### src/rtl/mult_sched.sv
// Round-robin scheduler sharing one 4-phase shift-add engine (d*1, d*3, d*7, d*8) among N_REQ requesters.
// Latency: phase-0 result valid the cycle after grant; no bubble between jobs; out_rdy low freezes all state.
module mult_sched #(
  parameter int N_REQ = 4,
  parameter int DW    = 8,
  parameter int OW    = 11,
  parameter int IDW   = 2
) (
  input  logic                  clk,
  input  logic                  rst,
  input  logic [N_REQ-1:0]      req,
  input  logic [N_REQ*DW-1:0]   d_flat,
  output logic [N_REQ-1:0]      grant,
  output logic [OW-1:0]         out,
  output logic                  out_vld,
  input  logic                  out_rdy,
  output logic [IDW-1:0]        out_id,
  output logic [1:0]            out_phase,
  output logic                  busy
);

  localparam logic [0:0] IDLE = 1'b0;
  localparam logic [0:0] RUN  = 1'b1;

  logic [0:0]     state;
  logic [1:0]     phase;
  logic [DW-1:0]  d_reg;
  logic [IDW-1:0] last_id;

  logic           adv;
  logic           arb;
  logic           win_vld;
  logic [IDW-1:0] win_id;
  logic [DW-1:0]  win_d;
  logic [IDW-1:0] idx;

  logic [OW-1:0]  d_ext;
  logic [OW-1:0]  nxt;

  assign adv = !out_vld || out_rdy;
  assign arb = adv && ((state == IDLE) || (phase == 2'd3));

  // Walk from last_id+1 with explicit wrap so non-power-of-two N_REQ works.
  always_comb begin
    win_vld = 1'b0;
    win_id  = '0;
    win_d   = '0;
    idx     = last_id;
    for (int k = 0; k < N_REQ; k++) begin
      idx = (idx == IDW'(N_REQ - 1)) ? '0 : idx + 1'b1;
      if (req[idx] && !win_vld) begin
        win_vld = 1'b1;
        win_id  = idx;
        win_d   = d_flat[idx*DW +: DW];
      end
    end
  end

  assign d_ext = {{(OW-DW){1'b0}}, d_reg};

  always_comb begin
    case (phase)
      2'd0:    nxt = d_ext + (d_ext << 1);
      2'd1:    nxt = (d_ext << 3) - d_ext;
      default: nxt = d_ext << 3;
    endcase
  end

  always_ff @(posedge clk or posedge rst) begin
    if (rst) begin
      state     <= IDLE;
      phase     <= '0;
      d_reg     <= '0;
      last_id   <= IDW'(N_REQ - 1);
      grant     <= '0;
      out       <= '0;
      out_vld   <= 1'b0;
      out_id    <= '0;
      out_phase <= '0;
      busy      <= 1'b0;
    end else begin
      grant <= '0;
      if (adv) begin
        if (arb) begin
          if (win_vld) begin
            grant     <= {{(N_REQ-1){1'b0}}, 1'b1} << win_id;
            d_reg     <= win_d;
            out       <= {{(OW-DW){1'b0}}, win_d};
            out_vld   <= 1'b1;
            out_phase <= 2'd0;
            out_id    <= win_id;
            last_id   <= win_id;
            state     <= RUN;
            phase     <= 2'd0;
            busy      <= 1'b1;
          end else begin
            // out deliberately keeps its last value when the engine goes idle
            state   <= IDLE;
            out_vld <= 1'b0;
            busy    <= 1'b0;
          end
        end else if (state == RUN) begin
          phase     <= phase + 2'd1;
          out_phase <= phase + 2'd1;
          out       <= nxt;
        end
      end
    end
  end

endmodule

### config.mk
export PLATFORM = sky130hd
export DESIGN_NAME = mult_sched
export DESIGN_NICKNAME = d
export VERILOG_FILES = /design/src/rtl/mult_sched.sv
export SDC_FILE = /design/constraint.sdc
export NUM_CORES = 1
export LEC_CHECK = 0
export CAP_MARGIN = 0
export CORE_MARGIN = 4
export CORE_UTILIZATION = 37
export DETAILED_ROUTE_END_ITERATION = 8
export DONT_BUFFER_PORTS = 1
export GPL_TIMING_DRIVEN = 1
export PLACE_DENSITY_LB_ADDON = 0.15
export RECOVER_POWER = 100
export REMOVE_ABC_BUFFERS = 1
export SYNTH_ARGS = -nofsm -noshare
export SYNTH_HDL_FRONTEND = slang
export SYNTH_SLANG_ARGS = --single-unit
### constraint.sdc
create_clock -name clk -period 2.62 [get_ports clk]
set_input_delay 0.524 -clock clk [delete_from_list [all_inputs] [get_ports clk]]
set_output_delay 0.524 -clock clk [all_outputs]
set_load 0.005 [all_outputs]
==> results of run 1 <==
==> metrics by stage <==
stage	cells	instance area (sq um)	TNS, ns
after floorplan	360	3250	-11.22
after global placement	493	3580	0
after detailed placement	493	3580	0
after CTS	501	3680	0
after global routing	501	3660	0
final	501	3660	0
==> layout make-up <==
| cell class | instances | share of cell area |
|---|---|---|
| Sequential cell | 30 | 0.206 |
| Tap cell | 108 | 0.0370 |
| Multi-Input combinational cell | 311 | 0.663 |
| Timing Repair Buffer | 25 | 0.0486 |
| Inverter | 19 | 0.0195 |
| Clock buffer | 6 | 0.0226 |
| Clock inverter | 2 | 0.00342 |
==> cell families after synthesis <==
kind of cell	after synthesis
muxes	39
buffers and inverters	41
xor gates and xnor gates	8
AOI/OAI and AO/OA	113
adders and majority gates	22
DFF	30
and+or+nand+nor	129
==> worst register-to-register path, stage by stage, from the launching register on <==
cell                       delay [ns]
sky130_fd_sc_hd__dfstp_1         0.39
sky130_fd_sc_hd__ha_1            0.21
sky130_fd_sc_hd__or2_1           0.31
sky130_fd_sc_hd__buf_4           0.19
sky130_fd_sc_hd__and2_0          0.15
sky130_fd_sc_hd__o21a_1          0.23
sky130_fd_sc_hd__clkbuf_1        0.14
sky130_fd_sc_hd__a221oi_2        0.25
sky130_fd_sc_hd__a21oi_1         0.13
sky130_fd_sc_hd__o32a_1          0.29
==> layer usage <==
| metal | global-route usage | up-vias | routed length (um) |
|---|---|---|---|
| met3 | 0.0295 | 8 | 444 |
| li1 | - | 1448 | - |
| met1 | 0.238 | 1423 | 4090 |
| met4 | 0.0359 | 0 | 93 |
| met2 | 0.299 | 77 | 4590 |
| met5 | 0 | - | 0 |
==> synthesized netlist by cell type, drive strengths merged (6+ instances only) <==
cell     n
nand2   36
nor2    36
dfrtp   28
o21ai   26
a21oi   24
ha      21
inv     19
buf     16
mux4    16
nor2b   14
mux2i   13
mux2    10
a221oi   9
nand3    8
a211oi   7
a21o     7
clkbuf   6
nand2b   6
nor3     6
==> worst paths after layout <==
check | slack (ns) | to | startpoint
worst max-delay path | 0.20 | out[2] | last_id[0]
worst min-delay path | 0.46 | last_id[1] | last_id[1]
worst max register to register | 0.20 | out[2] | last_id[0]
worst min register to register | 0.46 | last_id[1] | last_id[1]
max in group asynchronous | 0.93 | out[0] | rst
min in group asynchronous | 0.71 | phase[0] | rst
==> report_power, final <==
part / leakage [nW] / switching, mW / internal [mW] / total [mW]
sequential: 0.361 / 0.232 / 0.665 / 0.898
combinational: 1.08 / 1.86 / 1.65 / 3.51
clock: 0.0472 / 0.192 / 0.211 / 0.403
total: 1.49 / 2.28 / 2.52 / 4.81
==> flow_summary_export.csv, run 1 <==
group,metric,value,unit
sta,relSlewSlack,-0.114,
global_route,globalRoute.totalOverflow,0,
cells_and_area,final_nets,453,
detailed_routing,vias,2956,
critical_path,path_cells,"ha_1 -> or2_1 -> buf_4 -> and2_0 -> o21a_1 -> clkbuf_1 -> a221oi_2 -> a21oi_1 -> o32a_1",
global_route,track_usage,0.176,
cells_and_area,mostFrequentLayoutCell,"sky130_fd_sc_hd__nand2_1",
die,ios,60,
run_status,violations,"capacitance limit, slew limit",
placed_design,routabilityCongestion,0.872,
die,die_height,103,um
yosys,post-synth-top-area-cell,"sky130_fd_sc_hd__dfrtp_1",
power_and_ir_drop,power.ir.vdd_worst,0.648,mV
clock_network,holdBufCountCts,0,
die,die_area,10700,sq um
critical_path,worstRegToRegCells,9,
cells_and_area,finish.utilization,0.415,
sta,timing_hold_violations_final,0,
yosys,post-synth-top-area-fraction,0.208,
critical_path,worst_ep_arrival_time,2.58,ns
power_and_ir_drop,power.density_cell_area,1310,nW/um^2
global_route,number_of_antenna_violations_at_the_first_check_in_global_routing,0,
yosys,post_synth_fa_ha_maj_area_fraction,0.0839,
yosys,post_synth_instance_area,3370,sq um
critical_path,required,2.78,ns
cells_and_area,antenna_cells,0,
yosys,synth-compound-area-share,0.240,
yosys,number_of_flops_mapped_to_enable_cells_by_yosys,0,
critical_path,setup.worst_path.class,"flip-flop to flip-flop",
power_and_ir_drop,report.power.total,4.81,mW
detailed_routing,drt_wl_total,9.21,mm
critical_path,endpoint_kind,"flip-flop",
yosys,muxShareOfSynthArea,0.183,
sta,worst_pin_slew,1.67,ns
sta,final_critical_path_setup_slack,0.201,ns
global_route,first_global_vias,2811,
worst_hold_path,min-delay-path-class,"flip-flop to flip-flop",
clock_network,cts.repair.resized,0,
clock_network,worstSkewPairLatency,0.29,ns
yosys,synth_cell_types,71,
cells_and_area,fillers,903,
yosys,syn_area_per_cell,8.82,sq um
clock_network,tritoncts_clock_tree,"yes",
yosys,synthXorXnorAreaFrac,0.0208,
die,placement_rows,34,
die,initial_core_util,0.383,
clock_network,root_buffer,"sky130_fd_sc_hd__clkbuf_8",
cells_and_area,mostFrequentLayoutCells,"36 x sky130_fd_sc_hd__nand2_1, 34 x sky130_fd_sc_hd__nor2_1, 28 x sky130_fd_sc_hd__dfrtp_1",
cells_and_area,multi_input_comb_area,2420,sq um
sta,maxSlewViolCount,31,
sta,finalHoldWorstSlack,0.463,ns
detailed_routing,drt.antenna.violating_nets,0,
yosys,yosys_warnings,0,
detailed_routing,detail_route.first_pass.iterations,4,
placed_design,place_ws,0.259,ns
sta,rsz0062_at_grt,"no",
yosys,async_reset_ff_frac,1.00,
detailed_routing,routedWlPerCell,18.4,um
yosys,synth_top_family_by_area,"compound AO/OA/AOI/OAI gates",
critical_path,critical_path.max_stage_delay,0.39,ns
power_and_ir_drop,power.static_leakage,1.49,nW
detailed_routing,drt_iter0_markers,111,
critical_path,critPathTopFamily,"compound AO/OA/AOI/OAI gates",
yosys,synthCells,382,
clock_network,cts.repair_timing.setup_buffer_count,0,
sta,min_period,2.42,ns
detailed_routing,post-route-drc-count,0,
yosys,postSynth.topFlopCell,"sky130_fd_sc_hd__dfrtp_1",
critical_path,cp_depth,9,
clock_network,htree_levels,2,
placed_design,dpl.hpwl,7.31,mm
worst_hold_path,min_delay_path_depth,2,
critical_path,worstPathBufferInverterCount,2,
cells_and_area,regArea,753,sq um
run_status,status,"finished, violations left",
die,die_w,103,um
die,coreArea,8810,sq um
global_route,largest_net_degree_at_the_start_of_global_routing,31,
sta,fin_worst_skew,0.0143,ns
global_route,wire_length_of_the_first_global_routing_pass,14.8,mm
clock_network,clockBufferDepth,2,
clock_network,clkSlewWorstSetupHoldPaths,0.07,ns
placed_design,port_buffers,0,
cells_and_area,area_growth,8.50,%
job,drv_cap,1,
cells_and_area,largest_register_ffs,11,
sta,fmax,413,MHz
sta,setup_violations,0,
cells_and_area,final_layout_size_suffix_gt1_frac,0.168,
yosys,seq_area_frac_synth,0.224,
critical_path,launching_element_type_of_the_critical_path,"flip-flop",
critical_path,worst_path_fanout_max,5,
yosys,netlist_top_cells_area,"sky130_fd_sc_hd__dfrtp_1 21%, sky130_fd_sc_hd__mux4_2 11%, sky130_fd_sc_hd__ha_1 7.8%",
clock_network,numCtsBuffers,5,
detailed_routing,detail_route.vias_per_cell,5.90,
sta,crit_share_post_route,0.923,
clock_network,clock_sink_count,30,
yosys,synth-seq-cells,30,
yosys,yosys.area_share.simple,0.192,
critical_path,cpMaxStageDelayCell,"sky130_fd_sc_hd__dfstp_1",
Note: power is estimated with default switching activity, not from simulation.
==> run 2: changes to the inputs <==
- CAP_MARGIN: 0 -> 20
- SKIP_CTS_REPAIR_TIMING: default -> 1
==> results of run 2 <==
Same layout as run 1: the final DEF is identical, and so are final timing and power.
==> run 3: changes to the inputs <==
- CORE_UTILIZATION: 37 -> 25
- CTS_BUF_LIST: default -> sky130_fd_sc_hd__clkbuf_2
- REMOVE_ABC_BUFFERS: 1 -> default
==> flow_summary_export.csv, run 3 (synthesized netlist as in run 1, its figures left out) <==
group,metric,value,unit
die,die_w,124,um
sta,timing_hold_violations_final,0,
critical_path,setup.worst_path.class,"flip-flop to flip-flop",
cells_and_area,area_growth,6.80,%
clock_network,clkSlewWorstSetupHoldPaths,0.20,ns
die,die_area,15400,sq um
die,ios,60,
critical_path,critical_path.max_stage_delay,0.50,ns
placed_design,routabilityCongestion,0.823,
placed_design,placedCellCount,549,
critical_path,r2r-end,"out[9]",
cells_and_area,final_nets,441,
sta,fin_worst_skew,0.0422,ns
clock_network,htree_levels,2,
sta,maxSlewViolCount,31,
worst_hold_path,hold-path-endpoint,"state",
cells_and_area,final_layout_size_suffix_gt1_frac,0.147,
detailed_routing,detail_route.vias_per_cell,5.14,
worst_hold_path,min-delay-path-class,"input port to flip-flop",
sta,min_period,2.42,ns
detailed_routing,post-route-drc-count,0,
critical_path,worst_ep_arrival_time,2.69,ns
critical_path,worst_path_fanout_max,5,
power_and_ir_drop,power.static_leakage,1.42,nW
critical_path,timing.rr.start,"d_reg[4]",
cells_and_area,final-instance-count-excl-fill,557,
clock_network,numCtsBuffers,5,
die,coreArea,13200,sq um
cells_and_area,antenna_cells,0,
global_route,first_global_vias,2810,
global_route,wire_length_of_the_first_global_routing_pass,15.8,mm
run_status,status,"finished, violations left",
worst_hold_path,hp-start,"req[0]",
critical_path,register_to_register_setup_slack,0.20,ns
power_and_ir_drop,power.density_cell_area,1280,nW/um^2
cells_and_area,largest_register_ffs,11,
clock_network,clock_sink_count,30,
detailed_routing,vias,2862,
sta,rsz0062_at_grt,"no",
critical_path,launching_element_type_of_the_critical_path,"flip-flop",
critical_path,worstRegToRegCells,8,
sta,setup_violations,0,
critical_path,endpoint_kind,"flip-flop",
sta,worst_pin_slew,1.69,ns
critical_path,cpMaxStageDelayCell,"sky130_fd_sc_hd__dfrtp_1",
placed_design,port_buffers,0,
critical_path,required,2.89,ns
die,die_height,124,um
die,initial_core_util,0.254,
cells_and_area,mostFrequentLayoutCell,"sky130_fd_sc_hd__nand2_1",
yosys,syn-num-nets,443,
global_route,globalRoute.totalOverflow,0,
detailed_routing,drt_wl_total,9.85,mm
placed_design,dpl.hpwl,7.90,mm
run_status,violations,"capacitance limit, slew limit",
detailed_routing,detail_route.first_pass.iterations,5,
clock_network,worstSkewPairLatency,0.40,ns
detailed_routing,drt.antenna.violating_nets,0,
global_route,track_usage,0.133,
sta,relSlewSlack,-0.129,
sta,fmax,412,MHz
critical_path,path_cells,"inv_1 -> ha_1 -> a21oi_1 -> o21ai_0 -> a211oi_1 -> mux2i_1 -> nand3_1 -> a22o_1",
power_and_ir_drop,power.ir.vdd_worst,0.418,mV
sta,fin_setup_tns,0,ns
die,placement_rows,42,
clock_network,root_buffer,"sky130_fd_sc_hd__clkbuf_2",
global_route,largest_net_degree_at_the_start_of_global_routing,40,
clock_network,clockBufferDepth,2,
worst_hold_path,min_delay_path_depth,2,
detailed_routing,routedWlPerCell,17.7,um
cells_and_area,mostFrequentLayoutCells,"36 x sky130_fd_sc_hd__nand2_1, 34 x sky130_fd_sc_hd__nor2_1, 28 x sky130_fd_sc_hd__dfrtp_1",
job,drv_cap,1,
clock_network,tritoncts_clock_tree,"yes",
detailed_routing,drt_iter0_markers,124,
sta,crit_share_post_route,0.926,
global_route,number_of_antenna_violations_at_the_first_check_in_global_routing,0,
-- run 3: critical path, delay by kind of cell (launching register included) --
kind | cells | cell delay (ns)
AOI/OAI and AO/OA | 4 | 0.99
and+or+nand+nor | 1 | 0.09
DFF | 1 | 0.50
muxes | 1 | 0.24
buffers and inverters | 1 | 0.12
adders and majority gates | 1 | 0.35
-- run 3: per-stage QoR --
| stage | power, mW | cell area [sq um] | setup WS, ns | util | hold WS [ns] |
|---|---|---|---|---|---|
| 4_1_cts | 4.70 | 3640 | 0.236 | 0.275 | 0.0353 |
| 2_1_floorplan | 3.63 | 3370 | 0.338 | - | 0.441 |
| 3_5_place_dp | 4.42 | 3590 | 0.254 | 0.271 | 0.470 |
| 3_3_place_gp | 4.43 | 3590 | 0.241 | 0.271 | 0.466 |
| 5_1_grt | 5.09 | 3600 | 0.0306 | 0.272 | 0.235 |
| 6_report | 4.59 | 3600 | 0.195 | 0.272 | 0.285 |
-- run 3: where the power goes --
group / internal (mW) / switching [mW] / total (mW)
combinational: 1.56 / 1.86 / 3.42
clock: 0.0690 / 0.191 / 0.260
sequential: 0.665 / 0.245 / 0.910
total: 2.30 / 2.30 / 4.59
-- run 3: layer usage --
layer	wire, um	vias up	track usage
met2	4430	66	0.203
met4	95	0	0.0308
met5	0	-	0
met3	613	7	0.0341
met1	4710	1362	0.187
li1	-	1427	-
-- run 3: final cells by class --
| class | instances | area (sq um) |
|---|---|---|
| fill | 1462 | 9640 |
| multi-input combinational | 311 | 2410 |
| sequential | 30 | 753 |
| tap | 176 | 220 |
| timing repair buffer | 13 | 98.8 |
| inverter | 19 | 71.3 |
| clock buffer | 6 | 30.0 |
| clock inverter | 2 | 15.0 |
-- run 3: worst max path at each step --
stage / start / end / slack [ns] / cells after the start
6_report: d_reg[4] / out[9] / 0.20 / 8
5_1_grt: d_reg[4] / out[9] / 0.03 / 8
4_1_cts: d_reg[3] / out[8] / 0.24 / 8
3_5_place_dp: last_id[0] / out[2] / 0.25 / 7
3_3_place_gp: last_id[0] / out[6] / 0.24 / 7
2_1_floorplan: last_id[0] / out[2] / 0.34 / 7
==> variant (config.mk and constraints of run 3) <==
Reset style: synchronous (`rst`), changed in one clocked block.
--- a/src/rtl/mult_sched.sv
+++ b/src/rtl/mult_sched.sv
@@ -67,5 +67,5 @@
   end
 
-  always_ff @(posedge clk or posedge rst) begin
+  always_ff @(posedge clk) begin
     if (rst) begin
       state     <= IDLE;
Formal check against the unedited RTL: differs if rst is asserted again (counterexample within 4 cycles, from zero or initial values and one cycle with rst high); with rst held inactive, the same outputs for 4 cycles.
==> variant against run 3 <==
Non-clock buffer count is 28 higher; count of clock-buffer cells in the layout is 1 lower; routed wire length rose by 7.4%; area after synthesis decreased by 4.6%; sequential cell count unchanged; largest cell class unchanged; setup slack got worse by 0.041 ns; first-iteration DRC count is 57% higher; design area is 0.10% higher.
Power is not compared: it rests on default switching activity, and its combinational part moved more than twofold at a synthesized area within 25%.
==> variant: results (changes against run 3) <==
| Group | Metric | Value | Delta |
|---|---|---|---|
| finish | Clkbuf count | 5 | -1 |
| worst setup path | Critical path's slowest cell | dfxtp_4 |  |
| worst setup path | Delay contributed by the slowest stage of the critical path | 0.41 ns | -0.09 ns |
| route | Total via count in the routed design | 3221 | +13% |
| global routing | Met3 Track Usage GR | 3.543% | +0.14 points |
| synthesis | Post-synth net total | 455 | +2.7% |
| global routing | GRT Util Overall | 14.48% | +1.2 points |
| global routing | GR Util met2 | 24.63% | +4.3 points |
| place | Post-Place Setup Slack | 0.05600 ns | -0.1982 ns |
| finish | Number of filler cells placed in the layout | 1433 | -2.0% |
| finish | Combined area of the multi-input logic cells | 0.002371 mm^2 | -1.6% |
| timing | Maximum clock skew at final layout | 0.01624 ns | -0.02593 ns |
| status | Run status | finished, final reports clean |  |
| finish | Number of ordinary and repair buffers in the finished layout | 41 | +28 |
| route | Pre-Repair DR Iteration Count | 7 | +2 |
| route | Met2 layer wire length in the routed design | 5.199 mm | +17% |
| synthesis | Ranking of synthesized cells by instance count | 36 x nand3_1, 30 x dfxtp_1, 30 x nand2_1 |  |
| finish | Layout cell share with drive strength beyond 1 | 17.19% | +2.5 points |
| synthesis | Part of the Yosys area used for sequential elements | 18.69% | -3.7 points |
| power and ir drop | Maximum ir drop on the vdd rail | 0.0001253 V |  |
| finish | Clock network area share | 1.285% | +0.033 points |
| place | Global placer's final weighted congestion | 0.8947 | +8.7% |
| global routing | Maximum number of pins on one net before global-route repair | 30 | -25% |
| synthesis | Flip-flop cell with the highest count after synthesis | dfxtp_1 |  |
| global routing | Vias in the first global route | 3257 | +16% |
| route | Routed metal-1 wire length | 4.507 mm | -4.3% |
| route | Iter 0 DRT Violations | 195 | +57% |
| synthesis | Number of warnings reported in the yosys synthesis log | 0 | unchanged |
| finish | Number of nets in the layout | 473 | +7.3% |
| synthesis | Number of distinct library cell variants in the gate-level netlist after synthesis | 68 | -4.2% |
| timing | Transition at the pin with the smallest max-transition slack | 1.016 ns | -0.6769 ns |
| synthesis | Fraction of synthesis flops using an asynchronous set or reset pin | 0% | -100 points |
| finish | Fraction of area in non-clock buffers | 8.163% | +5.4 points |
| global routing | Wire length of the first global-routing pass | 17.33 mm | +10% |
| finish | Area of all sequential standard cells | 604.3 um^2 | -20% |
| clock tree | Later-pin clock latency in the skew report | 0.36 ns | -0.04 ns |
| worst setup path | Largest fanout on the critical path | 6 | +1 |
| finish | Count of multi-input gates | 315 | +1.3% |
| route | Total wirelength of the detailed-routed design | 10.58 mm | +7.4% |
| worst setup path | Critical path data arrival time | 2.75 ns | +0.06 ns |
| clock tree | Clock slew at reported path FFs | 0.18 ns | -0.02 ns |
| route | Routed length on met3 | 800 um | +31% |
| global routing | Fraction of met1 tracks used by global routing | 18.54% | -0.19 points |
[variant: through the flow]
stage,instance area (um^2),util (%),cells
6_report,3602,28.54,585
5_1_grt,3602,28.54,585
4_1_cts,3545,28.09,574
3_5_place_dp,3498,27.72,566
3_3_place_gp,3498,27.72,566
2_1_floorplan,3213,-,394
[variant: path summary, 6_finish.rpt]
kind,startpoint,endpoint,slack [ns],cells after the start
worst max-delay path,d_reg[1],out[7],0.15,9
worst min-delay path,rst,out_id[0],0.20,1
worst max register to register,d_reg[1],out[7],0.15,9
worst min register to register,out_id[0],out_id[0],0.48,2
[variant: cells by family (layout without fill, tap and decap cells)]
family / Yosys count / count (layout) / synth area share [%]
flops: 30 / 30 / 18.69
mux: 34 / 34 / 13.75
compound gates: 128 / 128 / 30.06
buf+inv: 49 / 68 / 7.437
simple gates: 125 / 125 / 19.63
fa+ha+maj: 22 / 22 / 8.801
xor+xnor: 6 / 6 / 1.636
